File: config.mk
export PLATFORM = sky130hd
export DESIGN_NAME = vga_wr_arbiter_flat
export DESIGN_NICKNAME = d
export VERILOG_FILES = /design/src/rtl/vga_wr_arbiter_if.sv /design/src/rtl/vga_wr_arbiter.sv /design/src/flat_wrapper.sv
export SDC_FILE = /design/constraint.sdc
export NUM_CORES = 1
export LEC_CHECK = 0
export CAP_MARGIN = 0
export CORE_MARGIN = 5
export CORE_UTILIZATION = 35
export CTS_CLUSTER_DIAMETER = 100
export DETAILED_ROUTE_END_ITERATION = 8
export GPL_ROUTABILITY_DRIVEN = 0
export PLACE_DENSITY = 0.65
export SYNTH_ARGS = -nofsm -noshare
export SYNTH_HDL_FRONTEND = slang
export SYNTH_SLANG_ARGS = --single-unit
File: constraint.sdc
create_clock -name i_clk -period 2.2 [get_ports i_clk]
set_input_delay 0.22 -clock i_clk [delete_from_list [all_inputs] [get_ports i_clk]]
set_output_delay 0.22 -clock i_clk [all_outputs]
set_load 0.03 [all_outputs]
File: src/rtl/vga_wr_arbiter_if.sv
// CPU memory-mapped write bus into the VGA write arbiter.
// The CPU side drives a single-cycle request; the arbiter answers with ack/err one cycle later.
interface vga_wr_arbiter_if;
  logic        cpu_req;
  logic        cpu_sel;
  logic [18:0] cpu_addr;
  logic [15:0] cpu_data;
  logic        cpu_ack;
  logic        cpu_err;

  modport master (
    output cpu_req, cpu_sel, cpu_addr, cpu_data,
    input  cpu_ack, cpu_err
  );

  modport slave (
    input  cpu_req, cpu_sel, cpu_addr, cpu_data,
    output cpu_ack, cpu_err
  );
endinterface

File: src/rtl/vga_wr_arbiter.sv
// VGA write arbiter: sole writer of the text and graph video memories.
// The CPU path has fixed priority on each port. The fill engine writes one cell or pixel
// per cycle in which it is granted. The fill engine also stalls when the CPU takes its port.
// All outputs are registered. A CPU request in cycle N shows up on the ports in cycle N+1.
module vga_wr_arbiter #(
  parameter int TEXT_DEPTH  = 2400,
  parameter int GRAPH_DEPTH = 307200
) (
  input  logic               i_clk,
  input  logic               i_rst,
  vga_wr_arbiter_if.slave    cpu_bus,
  input  logic               i_mode_we,
  input  logic               i_mode,
  input  logic               i_clr_start,
  input  logic [1:0]         i_clr_target,
  input  logic [15:0]        i_clr_char,
  input  logic [3:0]         i_clr_px,
  output logic               o_clr_busy,
  output logic               o_clr_done,
  output logic [15:0]        o_vga_char,
  output logic [11:0]        o_vga_char_addr,
  output logic               o_vga_char_we,
  output logic [3:0]         o_graph_px,
  output logic [18:0]        o_graph_addr,
  output logic               o_graph_we,
  output logic               o_draw_mode_sel
);

  localparam logic [18:0] TEXT_LIM   = 19'(TEXT_DEPTH);
  localparam logic [18:0] GRAPH_LIM  = 19'(GRAPH_DEPTH);
  localparam logic [18:0] TEXT_LAST  = 19'(TEXT_DEPTH - 1);
  localparam logic [18:0] GRAPH_LAST = 19'(GRAPH_DEPTH - 1);

  typedef enum logic [1:0] {
    ST_IDLE      = 2'd0,
    ST_CLR_TEXT  = 2'd1,
    ST_CLR_GRAPH = 2'd2,
    ST_DONE      = 2'd3
  } state_t;

  state_t      r_state;
  state_t      w_state_next;
  logic [18:0] r_cnt;
  logic [18:0] w_cnt_next;

  // Fill parameters captured at start so the engine is immune to later input changes.
  logic [1:0]  r_target;
  logic [15:0] r_clr_char;
  logic [3:0]  r_clr_px;

  // Output registers
  logic        r_ack;
  logic        r_err;
  logic        r_char_we;
  logic [11:0] r_char_addr;
  logic [15:0] r_char;
  logic        r_graph_we;
  logic [18:0] r_graph_addr;
  logic [3:0]  r_graph_px;
  logic        r_busy;
  logic        r_done;
  logic        r_mode;

  // Decoded CPU request and per-port grant
  logic        w_cpu_text_ok;
  logic        w_cpu_graph_ok;
  logic        w_cpu_err;
  logic        w_eng_text_grant;
  logic        w_eng_graph_grant;
  logic        w_start;

  // Next-cycle values of the write ports
  logic        w_char_we;
  logic [11:0] w_char_addr;
  logic [15:0] w_char;
  logic        w_graph_we;
  logic [18:0] w_graph_addr;
  logic [3:0]  w_graph_px;

  // Decode the CPU request, check its address range and work out where the engine is granted.
  always_comb begin
    w_cpu_text_ok     = cpu_bus.cpu_req & ~cpu_bus.cpu_sel & (cpu_bus.cpu_addr < TEXT_LIM);
    w_cpu_graph_ok    = cpu_bus.cpu_req &  cpu_bus.cpu_sel & (cpu_bus.cpu_addr < GRAPH_LIM);
    w_cpu_err         = cpu_bus.cpu_req & ~(w_cpu_text_ok | w_cpu_graph_ok);
    w_eng_text_grant  = (r_state == ST_CLR_TEXT)  & ~w_cpu_text_ok;
    w_eng_graph_grant = (r_state == ST_CLR_GRAPH) & ~w_cpu_graph_ok;
    w_start           = (r_state == ST_IDLE) & i_clr_start;
  end

  // Drive the write ports. The CPU goes first, and otherwise the engine writes its current counter.
  always_comb begin
    w_char_we    = w_cpu_text_ok | w_eng_text_grant;
    w_graph_we   = w_cpu_graph_ok | w_eng_graph_grant;
    if (w_cpu_text_ok) begin
      w_char_addr = cpu_bus.cpu_addr[11:0];
      w_char      = cpu_bus.cpu_data;
    end else begin
      w_char_addr = r_cnt[11:0];
      w_char      = r_clr_char;
    end
    if (w_cpu_graph_ok) begin
      w_graph_addr = cpu_bus.cpu_addr;
      w_graph_px   = cpu_bus.cpu_data[3:0];
    end else begin
      w_graph_addr = r_cnt;
      w_graph_px   = r_clr_px;
    end
  end

  // Fill FSM next state and counter. The counter advances only on a granted write and clears on state entry.
  always_comb begin
    w_state_next = r_state;
    w_cnt_next   = r_cnt;
    case (r_state)
      ST_IDLE: begin
        w_cnt_next = 19'd0;
        if (i_clr_start) begin
          if (i_clr_target[0]) begin
            w_state_next = ST_CLR_TEXT;
          end else if (i_clr_target[1]) begin
            w_state_next = ST_CLR_GRAPH;
          end else begin
            w_state_next = ST_DONE;
          end
        end else begin
          w_state_next = ST_IDLE;
        end
      end
      ST_CLR_TEXT: begin
        if (w_eng_text_grant) begin
          if (r_cnt == TEXT_LAST) begin
            w_cnt_next   = 19'd0;
            w_state_next = r_target[1] ? ST_CLR_GRAPH : ST_DONE;
          end else begin
            w_cnt_next = r_cnt + 19'd1;
          end
        end else begin
          w_cnt_next = r_cnt;
        end
      end
      ST_CLR_GRAPH: begin
        if (w_eng_graph_grant) begin
          if (r_cnt == GRAPH_LAST) begin
            w_cnt_next   = 19'd0;
            w_state_next = ST_DONE;
          end else begin
            w_cnt_next = r_cnt + 19'd1;
          end
        end else begin
          w_cnt_next = r_cnt;
        end
      end
      ST_DONE: begin
        w_cnt_next   = 19'd0;
        w_state_next = ST_IDLE;
      end
      default: begin
        w_cnt_next   = 19'd0;
        w_state_next = ST_IDLE;
      end
    endcase
  end

  // FSM state, counter and captured fill parameters.
  always_ff @(posedge i_clk) begin
    if (i_rst) begin
      r_state    <= ST_IDLE;
      r_cnt      <= 19'd0;
      r_target   <= 2'd0;
      r_clr_char <= 16'd0;
      r_clr_px   <= 4'd0;
    end else begin
      r_state <= w_state_next;
      r_cnt   <= w_cnt_next;
      if (w_start) begin
        r_target   <= i_clr_target;
        r_clr_char <= i_clr_char;
        r_clr_px   <= i_clr_px;
      end
    end
  end

  // Register every output. Busy covers the cycle after start through the done pulse.
  always_ff @(posedge i_clk) begin
    if (i_rst) begin
      r_ack        <= 1'b0;
      r_err        <= 1'b0;
      r_char_we    <= 1'b0;
      r_char_addr  <= 12'd0;
      r_char       <= 16'd0;
      r_graph_we   <= 1'b0;
      r_graph_addr <= 19'd0;
      r_graph_px   <= 4'd0;
      r_busy       <= 1'b0;
      r_done       <= 1'b0;
      r_mode       <= 1'b0;
    end else begin
      r_ack        <= cpu_bus.cpu_req;
      r_err        <= w_cpu_err;
      r_char_we    <= w_char_we;
      r_char_addr  <= w_char_addr;
      r_char       <= w_char;
      r_graph_we   <= w_graph_we;
      r_graph_addr <= w_graph_addr;
      r_graph_px   <= w_graph_px;
      r_busy       <= (w_state_next != ST_IDLE) | (r_state != ST_IDLE);
      r_done       <= (r_state == ST_DONE);
      if (i_mode_we) begin
        r_mode <= i_mode;
      end
    end
  end

  assign cpu_bus.cpu_ack = r_ack;
  assign cpu_bus.cpu_err = r_err;
  assign o_vga_char_we   = r_char_we;
  assign o_vga_char_addr = r_char_addr;
  assign o_vga_char      = r_char;
  assign o_graph_we      = r_graph_we;
  assign o_graph_addr    = r_graph_addr;
  assign o_graph_px      = r_graph_px;
  assign o_clr_busy      = r_busy;
  assign o_clr_done      = r_done;
  assign o_draw_mode_sel = r_mode;

endmodule
File: src/flat_wrapper.sv
// flat-port wrapper written by rule: the top's interface ports become plain ports
module vga_wr_arbiter_flat 
#(
  parameter int TEXT_DEPTH  = 2400,
  parameter int GRAPH_DEPTH = 307200
)
  (i_clk, i_rst, i_mode_we, i_mode, i_clr_start, i_clr_target, i_clr_char, i_clr_px, o_clr_busy, o_clr_done, o_vga_char, o_vga_char_addr, o_vga_char_we, o_graph_px, o_graph_addr, o_graph_we, o_draw_mode_sel, cpu_bus_cpu_req, cpu_bus_cpu_sel, cpu_bus_cpu_addr, cpu_bus_cpu_data, cpu_bus_cpu_ack, cpu_bus_cpu_err);
  vga_wr_arbiter_if cpu_bus_i ();
  input  logic i_clk;
  input  logic i_rst;
  input  logic i_mode_we;
  input  logic i_mode;
  input  logic i_clr_start;
  input  logic [1:0] i_clr_target;
  input  logic [15:0] i_clr_char;
  input  logic [3:0] i_clr_px;
  output logic o_clr_busy;
  output logic o_clr_done;
  output logic [15:0] o_vga_char;
  output logic [11:0] o_vga_char_addr;
  output logic o_vga_char_we;
  output logic [3:0] o_graph_px;
  output logic [18:0] o_graph_addr;
  output logic o_graph_we;
  output logic o_draw_mode_sel;
  input wire logic [$bits(cpu_bus_i.cpu_req)-1:0] cpu_bus_cpu_req;
  input wire logic [$bits(cpu_bus_i.cpu_sel)-1:0] cpu_bus_cpu_sel;
  input wire logic [$bits(cpu_bus_i.cpu_addr)-1:0] cpu_bus_cpu_addr;
  input wire logic [$bits(cpu_bus_i.cpu_data)-1:0] cpu_bus_cpu_data;
  output wire logic [$bits(cpu_bus_i.cpu_ack)-1:0] cpu_bus_cpu_ack;
  output wire logic [$bits(cpu_bus_i.cpu_err)-1:0] cpu_bus_cpu_err;
  assign cpu_bus_i.cpu_req = cpu_bus_cpu_req;
  assign cpu_bus_i.cpu_sel = cpu_bus_cpu_sel;
  assign cpu_bus_i.cpu_addr = cpu_bus_cpu_addr;
  assign cpu_bus_i.cpu_data = cpu_bus_cpu_data;
  assign cpu_bus_cpu_ack = cpu_bus_i.cpu_ack;
  assign cpu_bus_cpu_err = cpu_bus_i.cpu_err;
  vga_wr_arbiter #(.TEXT_DEPTH(TEXT_DEPTH), .GRAPH_DEPTH(GRAPH_DEPTH)) u_core (.i_clk(i_clk), .i_rst(i_rst), .cpu_bus(cpu_bus_i), .i_mode_we(i_mode_we), .i_mode(i_mode), .i_clr_start(i_clr_start), .i_clr_target(i_clr_target), .i_clr_char(i_clr_char), .i_clr_px(i_clr_px), .o_clr_busy(o_clr_busy), .o_clr_done(o_clr_done), .o_vga_char(o_vga_char), .o_vga_char_addr(o_vga_char_addr), .o_vga_char_we(o_vga_char_we), .o_graph_px(o_graph_px), .o_graph_addr(o_graph_addr), .o_graph_we(o_graph_we), .o_draw_mode_sel(o_draw_mode_sel));
endmodule
Yosys cells after proc, flatten, opt, wreduce, memory -nomap -nowiden
Index checks and enable logic that the tools add are counted.

cells by class
  equality and inequality tests = 7
  magnitude comparators = 2
  add/sub/neg operators = 1
  bitwise logic cells = 16
  multiplexer cells = 18
  reductions and logical operators = 5

operator list
  operator                                                                 count
  19-bit 2-to-1 mux                                                        5
  19-bit case mux with 3 select lines                                      1
  19-bit by 1-bit adder with 19-bit output, second input constant          1
  19-bit by 12-bit equality test with 1-bit output, second input constant  1
  19-bit equality test, second input constant                              1
  19-bit by 12-bit < comparator with 1-bit output, second input constant   1
  19-bit < comparator, second input constant                               1
  16-bit 2-to-1 mux                                                        1
  12-bit 2-to-1 mux                                                        1
  2-bit 2-to-1 mux                                                         6
  1-bit AND                                                                8
  2-bit case mux with 4 select lines                                       1
  2-bit equality test, second input constant                               2
  4-bit 2-to-1 mux                                                         1
  2-bit by 1-bit != test with 1-bit output, second input constant          2
  1-bit inverter                                                           4
  1-bit OR                                                                 4
  2-bit nonzero test                                                       2
  2-bit by 1-bit equality test with 1-bit output, second input constant    1
  2-bit zero test                                                          1
  1-bit 2-to-1 mux                                                         2
  2-bit AND reduction                                                      1
  2-bit OR reduction                                                       1

word-level totals
  output and inout bits = 58
  flip-flop bits (word level) = 101
  input bits = 64

Longest topological paths before layout
Gate-level depths: netlist (run 1).

  depth after elaboration = 9
  depth in mapped cells = 8

Worst setup path before layout (run 1)
No wires, ideal clock.

  path kind = flip-flop to flip-flop
  start point = register u_core.r_cnt[0]
  end point = register u_core.r_cnt[10]
  arrival time = 1816 ps
  period minus slack after synthesis = 1942 ps
  stages on the path, launching flop included = 8
  data required time = 2075 ps
  setup slack = 258 ps
  path buffers = 1
  cell sequence = dfxtp_1 ha_1 and4_1 nand2_1 o31a_1 o31ai_4 buf_6 a21oi_1

between the ends
  longest elaborated chain between the ends = 4
  elaborated cells on any way between the ends = 8

ends and longest elaborated chain
  element                                                                 RTL line                                      RTL
  start, declared                                                         vga_wr_arbiter.sv:43                          logic [18:0] r_cnt;
  start signal, assigned                                                  vga_wr_arbiter.sv:174                         r_cnt <= w_cnt_next;
  19-bit by 1-bit adder with 19-bit output, or another cell as far along  vga_wr_arbiter.sv:135, vga_wr_arbiter.sv:147
  19-bit 2-to-1 mux (on tied branches)                                    vga_wr_arbiter.sv:143, vga_wr_arbiter.sv:131
  19-bit 2-to-1 mux (on tied branches)                                    vga_wr_arbiter.sv:142, vga_wr_arbiter.sv:130
  19-bit case mux with 3 select lines *                                   vga_wr_arbiter.sv:114                         case (r_state)

Mark *: on every way between the ends. The rest lies on a longest branch, timed or not. The select of a mux whose other input is x is not followed.
A chain may end at the register's enable or synchronous reset.

Worst setup path in the final report (run 1)
  start point = register u_core.r_cnt[1]
  end point = register u_core.r_cnt[17]

The elaborated chain is that of the path after synthesis.

==> impl_metrics.ini, run 1 <==
[outcome]
status = complete, no violations

[pwr]
power_switching_uw = 999
fin_total_pwr_uw = 4070
logic_gate_share_of_total_power_pct = 13.9
power.sequential.fraction_pct = 47.1
p_clk_share_pct = 38.9
power.leakage_uw = 0.00217
power_report.internal_total_uw = 3070
p_sw_share_pct = 24.5
vdd.ir_drop.worst_mv = 0.317
p_per_area_mw_per_mm2 = 702

[floorplan]
die_x_um = 116
initial_cell_density_of_the_core_pct = 36.0
io-pin-count = 122
floorplan.die.height_um = 116
placeableCoreArea_mm2 = 0.0109
std_cell_rows = 38
die_area_mm2 = 0.0135

[sta]
slew_at_the_pin_closest_to_its_max_slew_limit_ns = 0.452
total_count_of_hold_check_failures_in_the_final_report = 0
fin_setup_tns_ns = 0
max-slew-margin-rel_pct = 69.8
finalCritPeriodShare_pct = 91.9
min_period_ns = 2.02
drv_slew = 0
timing.hold.ws_ns = 0.270
skew_ns = 0.00610
fmax_mhz = 494
rsz0062_at_grt = no
setup_viol = 0

[grt]
gr-total-overflow = 0
grt_pass1_vias = 3582
grt_antenna_before_repair = 0
total_global_routing_track_utilization_pct = 17.0
grt_first_pass_wirelength_um = 18000
pin_count_of_the_biggest_net_entering_global_routing = 66

[synth]
yosys.area.top_type_share_pct = 50.9
synthTopCellsByCount = 106 x nand2_1, 100 x dfxtp_1, 67 x a21oi_1, 33 x nor2_1, 24 x mux2i_1
synth.largest_area_cell = dfxtp_1
synth-edff-count = 0
syn-num-nets = 523
netlist_top_cells_area = dfxtp_1 51%, nand2_1 10%, a21oi_1 8.5%, mux2i_1 6.1%, nor2_1 3.1%
syn_inst = 458
async_flop_share_pct = 0
synth_ff_type = dfxtp_1
synth_seq_area_share_pct = 50.9
ys_seq_elements = 100
synthMostInstantiatedCell = nand2_1
count_of_yosys_warnings_during_synthesis = 0
syn_area_mm2 = 0.00394
synth.avg_cell_area_um2 = 8.59
synthDistinctLibCells = 42

[clocking]
post-cts-setup-buffer-count = 0
numClockSinks = 100
numCtsBuffers = 9
clock_latency_ns = 0.34
ctsRootBufferMaster = clkbuf_16
clkSlewWorstSetupHoldPaths_ns = 0.07
cts.repair.resized = 0
cts-root-to-sink-buffers = 2
cts-hold-fix-buffers = 0
clock_tree_from_tritoncts = yes
h_tree_levels = 3

[critical_path]
cp_data_required_time_ns = 2.42
path_cells = ha_1 -> and4_2 -> nand2_1 -> o31a_1 -> o31ai_4 -> buf_4 -> a21oi_1
cp_slowest_cell = dfxtp_2
timing.critical_path.to_type = flop
setup.worst_path.class = reg2reg
cpPeakStageDelay_ns = 0.38
crit_family = compound AO/OA/AOI/OAI gates
worst-path-max-fanout = 7
worst-r2r-setup-slack_ns = 0.18
critPathBufInv = 1
setup.worst_path.start_class = flop
timing.critical_path.arrival_ns = 2.25

[final_layout]
area.sequential_mm2 = 0.00200
nFillCells = 1034
post_route_cells_drive_above_1_share_pct = 9.83
insertedDiodeCount = 0
multiInputGateArea_mm2 = 0.00181
final_nets = 660
flow.area_growth_from_synthesis_pct = 47.2

[route]
drtPass1Iterations = 4
drc = 0
wire_per_inst_um = 15.3
routed_wirelength_um = 11300
detail-route-antenna-nets = 0
first_iter_violations = 287
via_density = 5.00
vias = 3703

[placement]
io_buffers = 121
place_hpwl_um = 8410

[run]
drv_cap = 0

[hold_path]
hold_class = in2reg
-- cells in the final DEF (no fill, tap or decap), types with 8 or more instances in the layout --
master / netlist / routed
clkbuf_16: 0 / 9
nand2_1: 106 / 106
buf_4: 1 / 27
nand3_1: 9 / 9
or3_1: 10 / 10
dfxtp_1: 100 / 99
nor2_1: 33 / 32
o21ai_1: 8 / 8
clkdlybuf4s50_1: 0 / 120
a21oi_1: 67 / 67
mux2i_1: 24 / 24
-- power groups by stage --
stage	Sequential [µW]	Combinational [µW]	Clock (µW)
after detailed placement	1960	570	0
final	1920	568	1580
after floorplan	2030	207	0
after global routing	1930	615	1690
after global placement	1960	562	0
after CTS	1920	571	1620
-- final cells by class --
class / instances / share of cell area, %
multi-input combinational: 329 / 31.3
timing repair buffer: 152 / 25.7
sequential: 100 / 34.6
clock inverter: 6 / 1.10
inverter: 3 / 0.194
tap: 140 / 3.02
clock buffer: 10 / 4.12
-- routing by layer --
metal | vias up | part of all wire [%] | track usage [%] | wire length [µm]
li1 | 1856 | - | - | -
met1 | 1721 | 44 | 22.2 | 5030
met2 | 107 | 47 | 27.8 | 5360
met3 | 19 | 6.1 | 2.98 | 689
met4 | 0 | 2.0 | 7.19 | 227
met5 | - | 0 | 0 | 0
-- per-stage QoR --
stage          util [%]  instances  instance area (µm²)  setup WS [ns]
2_1_floorplan         -        458                 3940          0.258
6_report           53.0        740                 5790          0.177
5_1_grt            53.0        740                 5790         0.0239
3_5_place_dp       50.2        724                 5490        -0.0782
3_3_place_gp       50.2        724                 5490        -0.0571
4_1_cts            53.0        740                 5790         0.0202
-- final timing paths --
| path | from | end | cells past startpoint |
|---|---|---|---|
| worst min-delay path | i_rst | u_core.o_graph_addr[15] | 2 |
| worst max register to register | u_core.r_cnt[1] | u_core.r_cnt[17] | 7 |
| worst max-delay path | u_core.r_cnt[1] | u_core.r_cnt[17] | 7 |
| worst min register to register | u_core.r_clr_char[5] | u_core.r_clr_char[5] | 2 |
-- registers in the layout, summed over array words and instances, names as in the netlist, 2 cells and up --
register / cells
u_core.o_graph_addr: 19
u_core.r_state: 2
u_core.r_clr_px: 4
u_core.o_graph_px: 4
u_core.r_clr_char: 16
u_core.o_vga_char: 16
u_core.r_cnt: 19
u_core.o_vga_char_addr: 12
-- kinds of logic after synthesis --
family | count (synthesis) | synth area share (%)
adder cells (fa/ha/maj) | 1 | 0.318
multiplexers | 24 | 6.10
AND/OR/NAND/NOR | 201 | 23.4
AO/OA/AOI/OAI | 102 | 15.5
flip-flops | 100 | 50.9
XOR/XNOR | 1 | 0.223
buffers and inverters | 29 | 3.59
No activity file was read; power rests on OpenSTA's default activity.
==> run 2: changes to the inputs <==
Settings changed: SKIP_CTS_REPAIR_TIMING set to 1.
==> results of run 2 <==
Same layout as run 1: the final DEF is identical, and so are final timing and power.
